File: src/rtl/nes_ppu_pkg.sv
// Shared PPU constants, types and coordinate-to-attribute mapping helpers.
// No ports; imported by the attribute palette selector and its sub-modules.
package nes_ppu_pkg;

    localparam int unsigned ATTR_AW        = 7;
    localparam int unsigned COORD_W        = 8;
    localparam int unsigned ROWS_VIS       = 240;
    localparam int unsigned COLS_VIS       = 256;
    localparam int unsigned ATTR_BLK_SHIFT = 5;
    localparam int unsigned ATTR_QUAD_BIT  = 4;

    typedef logic [1:0]         pal_idx_t;
    typedef logic [ATTR_AW-1:0] attr_addr_t;
    typedef logic [COORD_W-1:0] coord_t;

    // One attribute byte covers a 32x32 pixel block; addr[6] is always 0.
    function automatic attr_addr_t attr_addr_map(input coord_t col, input coord_t row);
        return attr_addr_t'({row[COORD_W-1:ATTR_BLK_SHIFT], col[COORD_W-1:ATTR_BLK_SHIFT]});
    endfunction

    // 16x16 quadrant inside the block: {bottom, right}.
    function automatic logic [1:0] attr_quad_map(input coord_t col, input coord_t row);
        return {row[ATTR_QUAD_BIT], col[ATTR_QUAD_BIT]};
    endfunction

endpackage

File: src/rtl/nes_attr_palette_sel_if.sv
// Bus bundle for the attribute palette selector.
// Carries: ce, pixel coordinate input (vld_in/col/row), attribute ROM
// port (atable_addr/atable_dout) and aligned output (vld_out/pal_idx/col_out/row_out).
// master = environment (renderer, ROM, mixer); slave = selector.
interface nes_attr_palette_sel_if;
    import nes_ppu_pkg::*;

    logic       ce;
    logic       vld_in;
    coord_t     col;
    coord_t     row;
    attr_addr_t atable_addr;
    logic [7:0] atable_dout;
    logic       vld_out;
    pal_idx_t   pal_idx;
    coord_t     col_out;
    coord_t     row_out;

    modport master (
        output ce, vld_in, col, row, atable_dout,
        input  atable_addr, vld_out, pal_idx, col_out, row_out
    );

    modport slave (
        input  ce, vld_in, col, row, atable_dout,
        output atable_addr, vld_out, pal_idx, col_out, row_out
    );

endinterface

File: src/rtl/nes_attr_quad_sel.sv
// Combinational 2-bit field select from an attribute byte.
// Ports: attr_byte (8b attribute), quad (2b {bottom,right}), field_c (2b palette).
module nes_attr_quad_sel
    import nes_ppu_pkg::*;
(
    input  logic [7:0] attr_byte,
    input  logic [1:0] quad,
    output pal_idx_t   field_c
);

    // 00=TL [1:0], 01=TR [3:2], 10=BL [5:4], 11=BR [7:6]
    always_comb begin
        field_c = attr_byte[1:0];
        case (quad)
            2'b00: field_c = attr_byte[1:0];
            2'b01: field_c = attr_byte[3:2];
            2'b10: field_c = attr_byte[5:4];
            2'b11: field_c = attr_byte[7:6];
            default: field_c = attr_byte[1:0];
        endcase
    end

endmodule

File: src/rtl/nes_attr_palette_sel.sv
// Background attribute palette selector: maps pixel coordinates to an
// attribute ROM address, absorbs the ROM's 1-clk read latency and emits a
// valid-tagged 2-bit palette index aligned with delayed coordinates.
// Ports: clk, rst (sync, active-high), bus (slave modport of
// nes_attr_palette_sel_if: ce, vld_in, col, row, atable_addr, atable_dout,
// vld_out, pal_idx, col_out, row_out).
// Optional: define NES_ATTR_BLANK_ZERO_EN to force pal_idx/col_out/row_out
// to 0 on bubbles.
module nes_attr_palette_sel
    import nes_ppu_pkg::*;
(
    input  logic                    clk,
    input  logic                    rst,
    nes_attr_palette_sel_if.slave   bus
);

    attr_addr_t addr_c;
    logic [1:0] quad_c;
    logic       clip_c;

    logic       vld1;
    attr_addr_t addr1;
    logic [1:0] quad1;
    logic       clip1;
    coord_t     col1;
    coord_t     row1;

    pal_idx_t   field_c;

    assign addr_c = attr_addr_map(bus.col, bus.row);
    assign quad_c = attr_quad_map(bus.col, bus.row);
    assign clip_c = (bus.row >= COORD_W'(ROWS_VIS));

    // During a stall the ROM keeps re-reading addr1, so atable_dout stays
    // on the in-flight byte and no skid buffer is needed.
    assign bus.atable_addr = bus.ce ? addr_c : addr1;

    // S1: coordinate and address stage, aligned with the ROM read.
    always_ff @(posedge clk) begin
        if (rst) begin
            vld1  <= 1'b0;
            addr1 <= '0;
            quad1 <= '0;
            clip1 <= 1'b0;
            col1  <= '0;
            row1  <= '0;
        end else if (bus.ce) begin
            vld1  <= bus.vld_in;
            addr1 <= addr_c;
            quad1 <= quad_c;
            clip1 <= clip_c;
            col1  <= bus.col;
            row1  <= bus.row;
        end
    end

    nes_attr_quad_sel u_quad_sel (
        .attr_byte (bus.atable_dout),
        .quad      (quad1),
        .field_c   (field_c)
    );

    // S2: registered output stage.
    always_ff @(posedge clk) begin
        if (rst) begin
            bus.vld_out <= 1'b0;
            bus.pal_idx <= '0;
            bus.col_out <= '0;
            bus.row_out <= '0;
        end else if (bus.ce) begin
            bus.vld_out <= vld1;
`ifdef NES_ATTR_BLANK_ZERO_EN
            if (!vld1) begin
                bus.pal_idx <= '0;
                bus.col_out <= '0;
                bus.row_out <= '0;
            end else begin
                bus.pal_idx <= clip1 ? 2'b00 : field_c;
                bus.col_out <= col1;
                bus.row_out <= row1;
            end
`else
            bus.pal_idx <= clip1 ? 2'b00 : field_c;
            bus.col_out <= col1;
            bus.row_out <= row1;
`endif
        end
    end

endmodule

File: src/flat_wrapper.sv
// flat-port wrapper written by rule: the top's interface ports become plain ports
module nes_attr_palette_sel_flat import nes_ppu_pkg::*;
  (clk, rst, bus_ce, bus_vld_in, bus_col, bus_row, bus_atable_dout, bus_atable_addr, bus_vld_out, bus_pal_idx, bus_col_out, bus_row_out);
  nes_attr_palette_sel_if bus_i ();
  input  logic clk;
  input  logic rst;
  input wire logic [$bits(bus_i.ce)-1:0] bus_ce;
  input wire logic [$bits(bus_i.vld_in)-1:0] bus_vld_in;
  input wire logic [$bits(bus_i.col)-1:0] bus_col;
  input wire logic [$bits(bus_i.row)-1:0] bus_row;
  input wire logic [$bits(bus_i.atable_dout)-1:0] bus_atable_dout;
  output wire logic [$bits(bus_i.atable_addr)-1:0] bus_atable_addr;
  output wire logic [$bits(bus_i.vld_out)-1:0] bus_vld_out;
  output wire logic [$bits(bus_i.pal_idx)-1:0] bus_pal_idx;
  output wire logic [$bits(bus_i.col_out)-1:0] bus_col_out;
  output wire logic [$bits(bus_i.row_out)-1:0] bus_row_out;
  assign bus_i.ce = bus_ce;
  assign bus_i.vld_in = bus_vld_in;
  assign bus_i.col = bus_col;
  assign bus_i.row = bus_row;
  assign bus_i.atable_dout = bus_atable_dout;
  assign bus_atable_addr = bus_i.atable_addr;
  assign bus_vld_out = bus_i.vld_out;
  assign bus_pal_idx = bus_i.pal_idx;
  assign bus_col_out = bus_i.col_out;
  assign bus_row_out = bus_i.row_out;
  nes_attr_palette_sel u_core (.clk(clk), .rst(rst), .bus(bus_i));
endmodule
File: config.mk
export PLATFORM = sky130hd
export DESIGN_NAME = nes_attr_palette_sel_flat
export DESIGN_NICKNAME = d
export VERILOG_FILES = /design/src/rtl/nes_ppu_pkg.sv /design/src/rtl/nes_attr_palette_sel_if.sv /design/src/rtl/nes_attr_quad_sel.sv /design/src/rtl/nes_attr_palette_sel.sv /design/src/flat_wrapper.sv
export SDC_FILE = /design/constraint.sdc
export NUM_CORES = 1
export LEC_CHECK = 0
export BUFFER_PORTS_ARGS = -buffer_cell sky130_fd_sc_hd__clkbuf_2
export CORE_AREA = 5 5 76 85
export CTS_CLUSTER_SIZE = 25
export DETAILED_ROUTE_END_ITERATION = 6
export DIE_AREA = 0 0 81 90
export GPL_TIMING_DRIVEN = 1
export SYNTH_ARGS = -nofsm -noshare
export SYNTH_HDL_FRONTEND = slang
export SYNTH_SLANG_ARGS = --single-unit
File: constraint.sdc
create_clock -name clk -period 1.55 [get_ports clk]
set_input_delay 0.155 -clock clk [delete_from_list [all_inputs] [get_ports clk]]
set_output_delay 0.155 -clock clk [all_outputs]
set_load 0.02 [all_outputs]
==> results_dict.tcl, run 1 <==
set metrics [dict create \
    die_x_um 81 \
    combPwrFrac 0.111 \
    ant_nets 0 \
    cp_max_fo 4 \
    cts_setup_buffers 0 \
    internal-power_mw 1.78 \
    grt_pass1_wl_um 5730 \
    synth_nets 189 \
    synth_cells 161 \
    synthDistinctLibCells 15 \
    place_ws_ns 0.288 \
    first_pass_iters 4 \
    startpoint "u_core.col1[4]" \
    p_per_area_nw_per_um2 1120 \
    ios 54 \
    nNetsFinal 240 \
    ir_drop_uv 446 \
    htree_levels 2 \
    grt_max_degree 52 \
    cts_resized 0 \
    cts_hold_buf 0 \
    outcome "complete, no violations" \
    antenna_found_initial 0 \
    rsz0062_at_grt "false" \
    p_switching_mw 0.554 \
    cp-endpoint "u_core.bus.pal_idx[1]" \
    hpwl_um 2320 \
    wl_um 3260 \
    ys_seq_area_frac 0.545 \
    grt_pass1_vias 1221 \
    hp-class "in2reg" \
    regToRegEndpoint "u_core.bus.pal_idx[1]" \
    placed_area_sq_um 1960 \
    clock_latency_ns 0.29 \
    cap_viol_max_count 0 \
    setup_viol 0 \
    grt.met1_usage 0.130 \
    p_seq_frac 0.519 \
    rows 29 \
    grt_usage 0.101 \
    global_route.usage.met2 0.147 \
    yosysWarnings 0 \
    synth_area_per_cell_sq_um 10.0 \
    fin_crit_ns 1.26 \
    holdWs_ns 0.0972 \
    total_power_mw 2.33 \
    syn_to_final_growth_pct 28.4 \
    leakage_nw 0.977 \
    viasPerCell 4.10 \
    dieArea_sq_um 7290 \
    criticalPathCategory "reg2reg" \
    initial_core_util 0.289 \
    maxSlewHeadroom 0.720 \
    worstMarginPinSlew_ns 0.421 \
    coreArea_sq_um 5590 \
    drc 0 \
    diodes 0 \
    busiest_layer "met2" \
    globalplace.congestion 0.626 \
    dr_total_vias 1188 \
    p_clk_frac 0.370 \
    slew_violations 0 \
    final_common_cell "clkbuf_2" \
    rrSetupSlack_ns 0.29 \
    cp_data_required_time_ns 1.74 \
    hold_violations 0 \
    skew_ns 0.00408 \
    cp.arrival_ns 1.45 \
    first_iter_violations 53 \
    die_h_um 90 \
    layout-drive-gt1-share 0.305 \
    clock.fmax_ghz 0.793 \
    overflow 0 \
    cts_tree "built" \
    finalCritPeriodShare 0.814 \
    numPortBuffers 53 \
    cts_buffers 5 \
    max-clock-path-buffers 2 \
    fin_tns_setup_ns 0 \
    setup_slack_ns 0.289 \
    cts-root-buf "clkbuf_8" \
    ff2ff_path_depth 3 \
    reg2reg_from "u_core.col1[4]" \
    swShare 0.238 \
    syn_area_sq_um 1620 \
    mostFrequentLayoutCells "clkbuf_2 (53), dfxtp_1 (44), nor2_1 (31)" \
    clk_pin_slew_ns 0.08 \
    ys_ff_latch 44 \
    detail_route.wl_per_cell_um 11.3 \
    design_area_sq_um 2080 \
    hp-start "bus_col[2]" \
    worst_setup_path_start_kind "flop" \
    clock_sinks 44 \
    met3_usage 0.0430 \
    endpoint_kind "flop" \
]
[cells by family (layout without fill, tap and decap cells)]
family	Yosys count	in the layout	share of synthesized area
AOI/OAI and AO/OA	14	14	0.0433
buffers and inverters	17	69	0.0472
DFF	44	44	0.545
muxes	31	31	0.207
and+or+nand+nor	55	55	0.157
[per-stage QoR]
step,utilization,cells
2_1_floorplan,-,161
3_3_place_gp,0.352,282
3_5_place_dp,0.352,282
4_1_cts,0.371,290
5_1_grt,0.371,290
6_report,0.371,290
[how the worst min path moves through the flow]
stage | depth (start not counted) | to | slack [ns]
floorplan | 2 | u_core.col1[0] | 0.30
global placement | 3 | u_core.row1[0] | 0.39
detailed placement | 3 | u_core.row1[0] | 0.40
CTS | 3 | u_core.col1[2] | 0.08
global route | 3 | u_core.row1[0] | 0.08
finish | 3 | u_core.col1[2] | 0.1
[power by group through the flow]
stage	Sequential, mW	Clock, mW	Combinational, mW
floorplan	1.25	0	0.150
global placement	1.23	0	0.262
detailed placement	1.24	0	0.265
CTS	1.21	0.912	0.266
global route	1.22	0.970	0.288
finish	1.21	0.863	0.259
[routing by layer]
layer  vias to the layer above  wire length (um)
li1                        620                 -
met1                       527              1540
met2                        37              1420
met3                         4               267
met4                         0                38
met5                         -                 0
[synthesized netlist by cell type, drive strengths merged]
master,count,area share
nand2b,6,0.023
nor2,31,0.072
and4,1,0.0054
mux2i,29,0.18
mux4,2,0.028
buf,5,0.019
inv,6,0.014
o21ai,6,0.019
nor2b,11,0.043
nand2,6,0.014
dfxtp,44,0.54
clkbuf,6,0.015
a21oi,8,0.025
[cell type report]
type | instances | area, sq um
Clock buffer | 5 | 68.8
Tap cell | 77 | 96.3
Fill cell | 603 | 3510
Clock inverter | 3 | 42.5
Timing Repair Buffer | 55 | 305
Inverter | 6 | 22.5
Multi-Input combinational cell | 100 | 659
Sequential cell | 44 | 881
[state kept, by name, summed over array words and instances, names as in the netlist]
register            flops
u_core.vld1             1
u_core.addr1            7
u_core.bus.row_out      8
u_core.clip1            1
u_core.row1             8
u_core.bus.vld_out      1
u_core.bus.col_out      8
u_core.bus.pal_idx      2
u_core.col1             8
[critical path, cell delays in order (launching register included)]
cell,delay (ns)
dfxtp_1,0.43
mux4_2,0.54
a21oi_1,0.15
nor2_1,0.04
No activity file was read; power rests on OpenSTA's default activity.
==> run 2: changes to the inputs <==
- ABC_AREA: unset -> 1
- clock period: 1.55 -> 1.12 ns (I/O delays scaled with it)
==> results_dict.tcl, run 2 <==
set metrics [dict create \
    grt_max_degree 39 \
    cts_buffers 5 \
    place_ws_ns 0.121 \
    synthTopCellsByCount "nand2_1 (79), dfxtp_1 (44), a21oi_1 (42)" \
    detail_route.wl_per_cell_um 11.3 \
    criticalPathCategory "reg2out" \
    ys_ff_latch 44 \
    cap_viol_max_count 0 \
    dr_total_vias 1470 \
    regToRegEndpoint "u_core.bus.pal_idx[0]" \
    layout.core_utilization 0.369 \
    synth_area_per_cell_sq_um 7.74 \
    endpoint_kind "primary output" \
    mostFrequentLayoutCells "nand2_1 (79), clkbuf_2 (53), dfxtp_1 (44)" \
    cts_hold_buf 0 \
    synth_cells 205 \
    diodes 0 \
    worstMarginPinSlew_ns 0.338 \
    final_common_cell "nand2_1" \
    layout-drive-gt1-share 0.255 \
    max-clock-path-buffers 2 \
    startpoint "u_core.addr1[6]" \
    synthDistinctLibCells 13 \
    drc 0 \
    synth-main-ff-cell "dfxtp_1" \
    grt_usage 0.111 \
    numPortBuffers 53 \
    die_x_um 81 \
    ys_seq_area_frac 0.555 \
    first_pass_iters 4 \
    coreArea_sq_um 5590 \
    setup_slack_ns 0.0974 \
    grt_pass1_vias 1434 \
    rsz0062_at_grt "false" \
    cp_max_fo 2 \
    ir_drop_uv 560 \
    final.fill_count 626 \
    viasPerCell 4.38 \
    dieArea_sq_um 7290 \
    cp.arrival_ns 0.91 \
    synth_nets 233 \
    holdWs_ns 0.0487 \
    syn_area_sq_um 1590 \
    first_iter_violations 34 \
    hold_violations 0 \
    grt_pass1_wl_um 6420 \
    hpwl_um 2750 \
    synth_most_common_cell "nand2_1" \
    p_per_area_nw_per_um2 1480 \
    cts_setup_buffers 0 \
    outcome "complete, no violations" \
    hp-start "bus_row[0]" \
    cp-endpoint "bus_atable_addr[6]" \
    synth_async_sr_flop_share 0 \
    syn_to_final_growth_pct 30.1 \
    cts-root-buf "clkbuf_8" \
    die_h_um 90 \
    ff2ff_path_depth 5 \
    maxSlewHeadroom 0.775 \
    antenna_found_initial 0 \
    cts_resized 0 \
    fin_tns_setup_ns 0 \
    setup_viol 0 \
    slew_violations 0 \
    worst_setup_path_start_kind "flop" \
    skew_ns 0.00253 \
    globalplace.congestion 0.728 \
    clock.fmax_ghz 0.978 \
    nNetsFinal 286 \
    initial_core_util 0.284 \
    fin_crit_ns 1.02 \
    wl_um 3790 \
    rrSetupSlack_ns 0.15 \
    synth_top_area_share 0.555 \
    ios 54 \
    clock_sinks 44 \
    clock_latency_ns 0.28 \
    clk_pin_slew_ns 0.08 \
    overflow 0 \
    synth_edf_count 0 \
    yosysWarnings 0 \
    synth_area_leaders "dfxtp_1 (56%), nand2_1 (19%), a21oi_1 (13%)" \
    cp_data_required_time_ns 1.01 \
    reg2reg_from "u_core.row1[4]" \
    cts_tree "built" \
    rows 29 \
    htree_levels 2 \
    leakage_nw 0.905 \
    finalCritPeriodShare 0.913 \
    total_power_mw 3.05 \
    ant_nets 0 \
    yosys.area.top_type "dfxtp_1" \
    hp-class "in2reg" \
]
[run 2: cell types whose count changed after synthesis, moves of 4 or more]
cell,previous run,this run
nand2_1,6,79
mux2i_1,29,0
buf_2,3,7
nand3_1,0,7
nor2b_1,11,0
nor2_1,31,7
a21oi_1,8,42
nand2b_1,6,0
o21ai_0,6,0
[run 2: logic make-up after synthesis]
group / share of synthesized area
buffers and inverters: 0.0599
DFF: 0.555
AOI/OAI and AO/OA: 0.156
and+or+nand+nor: 0.229
[run 2: critical path, stage by stage, from the launching register on]
cell and delay, ns:
dfxtp_1 0.31, inv_1 0.04, nor2_1 0.09, clkbuf_2 0.18
[run 2: through the flow]
step | cells | cell area (sq um)
after global placement | 328 | 1970
after CTS | 336 | 2060
after global routing | 336 | 2060
after detailed placement | 328 | 1970
final | 336 | 2060
after floorplan | 205 | 1590
[run 2: per-layer routing]
metal	vias to the layer above	global-route usage	share of wire
li1	761	-	-
met1	669	0.122	0.42
met2	36	0.188	0.49
met3	4	0.0450	0.082
met4	0	0.0423	0.0077
met5	-	0	0
[run 2: final cells by class]
class | instances | area (sq um) | area share
Inverter | 7 | 26.3 | 0.0127
Multi-Input combinational cell | 141 | 611 | 0.296
Timing Repair Buffer | 59 | 360 | 0.175
Sequential cell | 44 | 881 | 0.427
Tap cell | 77 | 96.3 | 0.0467
Clock buffer | 8 | 90.1 | 0.0436
[run 2: power breakdown]
group,total [mW],internal [mW],leakage (nW),switching [mW]
combinational,0.373,0.151,0.498,0.222
clock,1.00,0.503,0.0455,0.497
sequential,1.67,1.64,0.361,0.0368
[run 2: worst min path at each step]
stage / to / slack, ns / depth (start not counted)
3_3_place_gp: u_core.row1[0] / 0.35 / 3
3_5_place_dp: u_core.row1[0] / 0.36 / 3
2_1_floorplan: u_core.col1[0] / 0.26 / 2
4_1_cts: u_core.row1[0] / 0.04 / 3
5_1_grt: u_core.row1[0] / 0.04 / 3
6_report: u_core.row1[0] / 0.05 / 3
==> run 3: changes to the inputs <==
- BUFFER_PORTS_ARGS: -buffer_cell sky130_fd_sc_hd__clkbuf_2 -> -buffer_cell sky130_fd_sc_hd__buf_2
==> results_dict.tcl, run 3 (synthesis results as in run 2) <==
set metrics [dict create \
    grt_pass1_wl_um 6330 \
    endpoint_kind "primary output" \
    seqCellArea_sq_um 881 \
    drc 0 \
    cts_hold_buf 0 \
    rsz0062_at_grt "false" \
    reg2reg_from "u_core.row1[4]" \
    total_power_mw 2.98 \
    cp_data_required_time_ns 1.01 \
    cp.arrival_ns 0.89 \
    cap_viol_max_count 0 \
    first_iter_violations 55 \
    worstMarginPinSlew_ns 0.332 \
    layout-drive-gt1-share 0.265 \
    clock.fmax_ghz 0.994 \
    maxSlewHeadroom 0.779 \
    startpoint "u_core.addr1[1]" \
    cts_tree "built" \
    rows 29 \
    p_per_area_nw_per_um2 1450 \
    slew_violations 0 \
    grt_usage 0.109 \
    leakage_nw 0.915 \
    htree_levels 2 \
    criticalPathCategory "reg2out" \
    die_h_um 90 \
    initial_core_util 0.284 \
    rrSetupSlack_ns 0.16 \
    cts_buffers 5 \
    clock_latency_ns 0.29 \
    ir_drop_uv 514 \
    globalplace.congestion 0.778 \
    viasPerCell 4.49 \
    detail_route.wl_per_cell_um 11.2 \
    final.fill_count 628 \
    fin_crit_ns 1.01 \
    clk_pin_slew_ns 0.08 \
    coreArea_sq_um 5590 \
    dieArea_sq_um 7290 \
    first_pass_iters 4 \
    syn_to_final_growth_pct 29.7 \
    grt_max_degree 27 \
    cts-root-buf "clkbuf_8" \
    regToRegEndpoint "u_core.bus.pal_idx[0]" \
    cts_setup_buffers 0 \
    ff2ff_path_depth 5 \
    mostFrequentLayoutCells "nand2_1 (79), buf_2 (53), dfxtp_1 (44)" \
    clock_sinks 44 \
    fin_tns_setup_ns 0 \
    cp-endpoint "bus_atable_addr[1]" \
    grt_pass1_vias 1432 \
    hold_violations 0 \
    ios 54 \
    nNetsFinal 288 \
    hpwl_um 2790 \
    outcome "complete, no violations" \
    diodes 0 \
    setup_viol 0 \
    holdWs_ns 0.0616 \
    max-clock-path-buffers 2 \
    dr_total_vias 1512 \
    hp-class "in2reg" \
    overflow 0 \
    antenna_found_initial 0 \
    cts_resized 0 \
    ant_nets 0 \
    die_x_um 81 \
    wl_um 3780 \
    finalCritPeriodShare 0.898 \
    skew_ns 0.00483 \
    final_common_cell "nand2_1" \
    worst_setup_path_start_kind "flop" \
    numPortBuffers 53 \
    layout.core_utilization 0.368 \
    multi_input_area_sq_um 611 \
    cp_max_fo 2 \
]
[run 3: cell types whose count changed in the layout (fill, tap and decap cells not counted), sizes merged]
cell,before,now
buf,6,61
clkinv,0,1
clkbuf,61,5
clkinvlp,0,1
[run 3: metrics by stage]
stage	std cells	setup slack, ns	cell area (sq um)
after floorplan	205	0.249	1590
after global placement	330	0.155	1980
after detailed placement	330	0.150	1980
after CTS	337	0.0915	2060
after global routing	337	0.0530	2060
final	337	0.114	2060
[run 3: worst max-delay path, cell delays in order (launching register included)]
cell     delay (ns)
dfxtp_1        0.32
nand2_1        0.07
nand2_1        0.06
buf_2          0.16
[run 3: final cells by class]
cell class,instances,area share
clock buffers,5,0.0334
multi-input cells,141,0.297
inverters,7,0.0128
repair buffers,61,0.176
flip-flops and latches,44,0.428
well taps,77,0.0468
clock inverters,2,0.00608
[run 3: worst min-delay path by stage]
stage | startpoint | end | slack (ns) | cells past startpoint
after floorplan | bus_col[0] | u_core.col1[0] | 0.26 | 2
after global placement | bus_row[0] | u_core.row1[0] | 0.37 | 3
after detailed placement | bus_vld_in | u_core.vld1 | 0.37 | 3
after CTS | bus_vld_in | u_core.vld1 | 0.05 | 3
after global routing | bus_vld_in | u_core.vld1 | 0.05 | 3
final | bus_vld_in | u_core.vld1 | 0.06 | 3
[run 3: where the power goes]
part,switching (mW),internal (mW)
Sequential,0.0354,1.64
Clock,0.510,0.422
Combinational,0.222,0.153
Total,0.767,2.21
[run 3: per-layer routing]
metal | up-vias | part of all wire | track usage
li1 | 767 | - | -
met1 | 703 | 0.45 | 0.132
met2 | 40 | 0.46 | 0.173
met3 | 2 | 0.077 | 0.0450
met4 | 0 | 0.0061 | 0.0338
met5 | - | 0 | 0
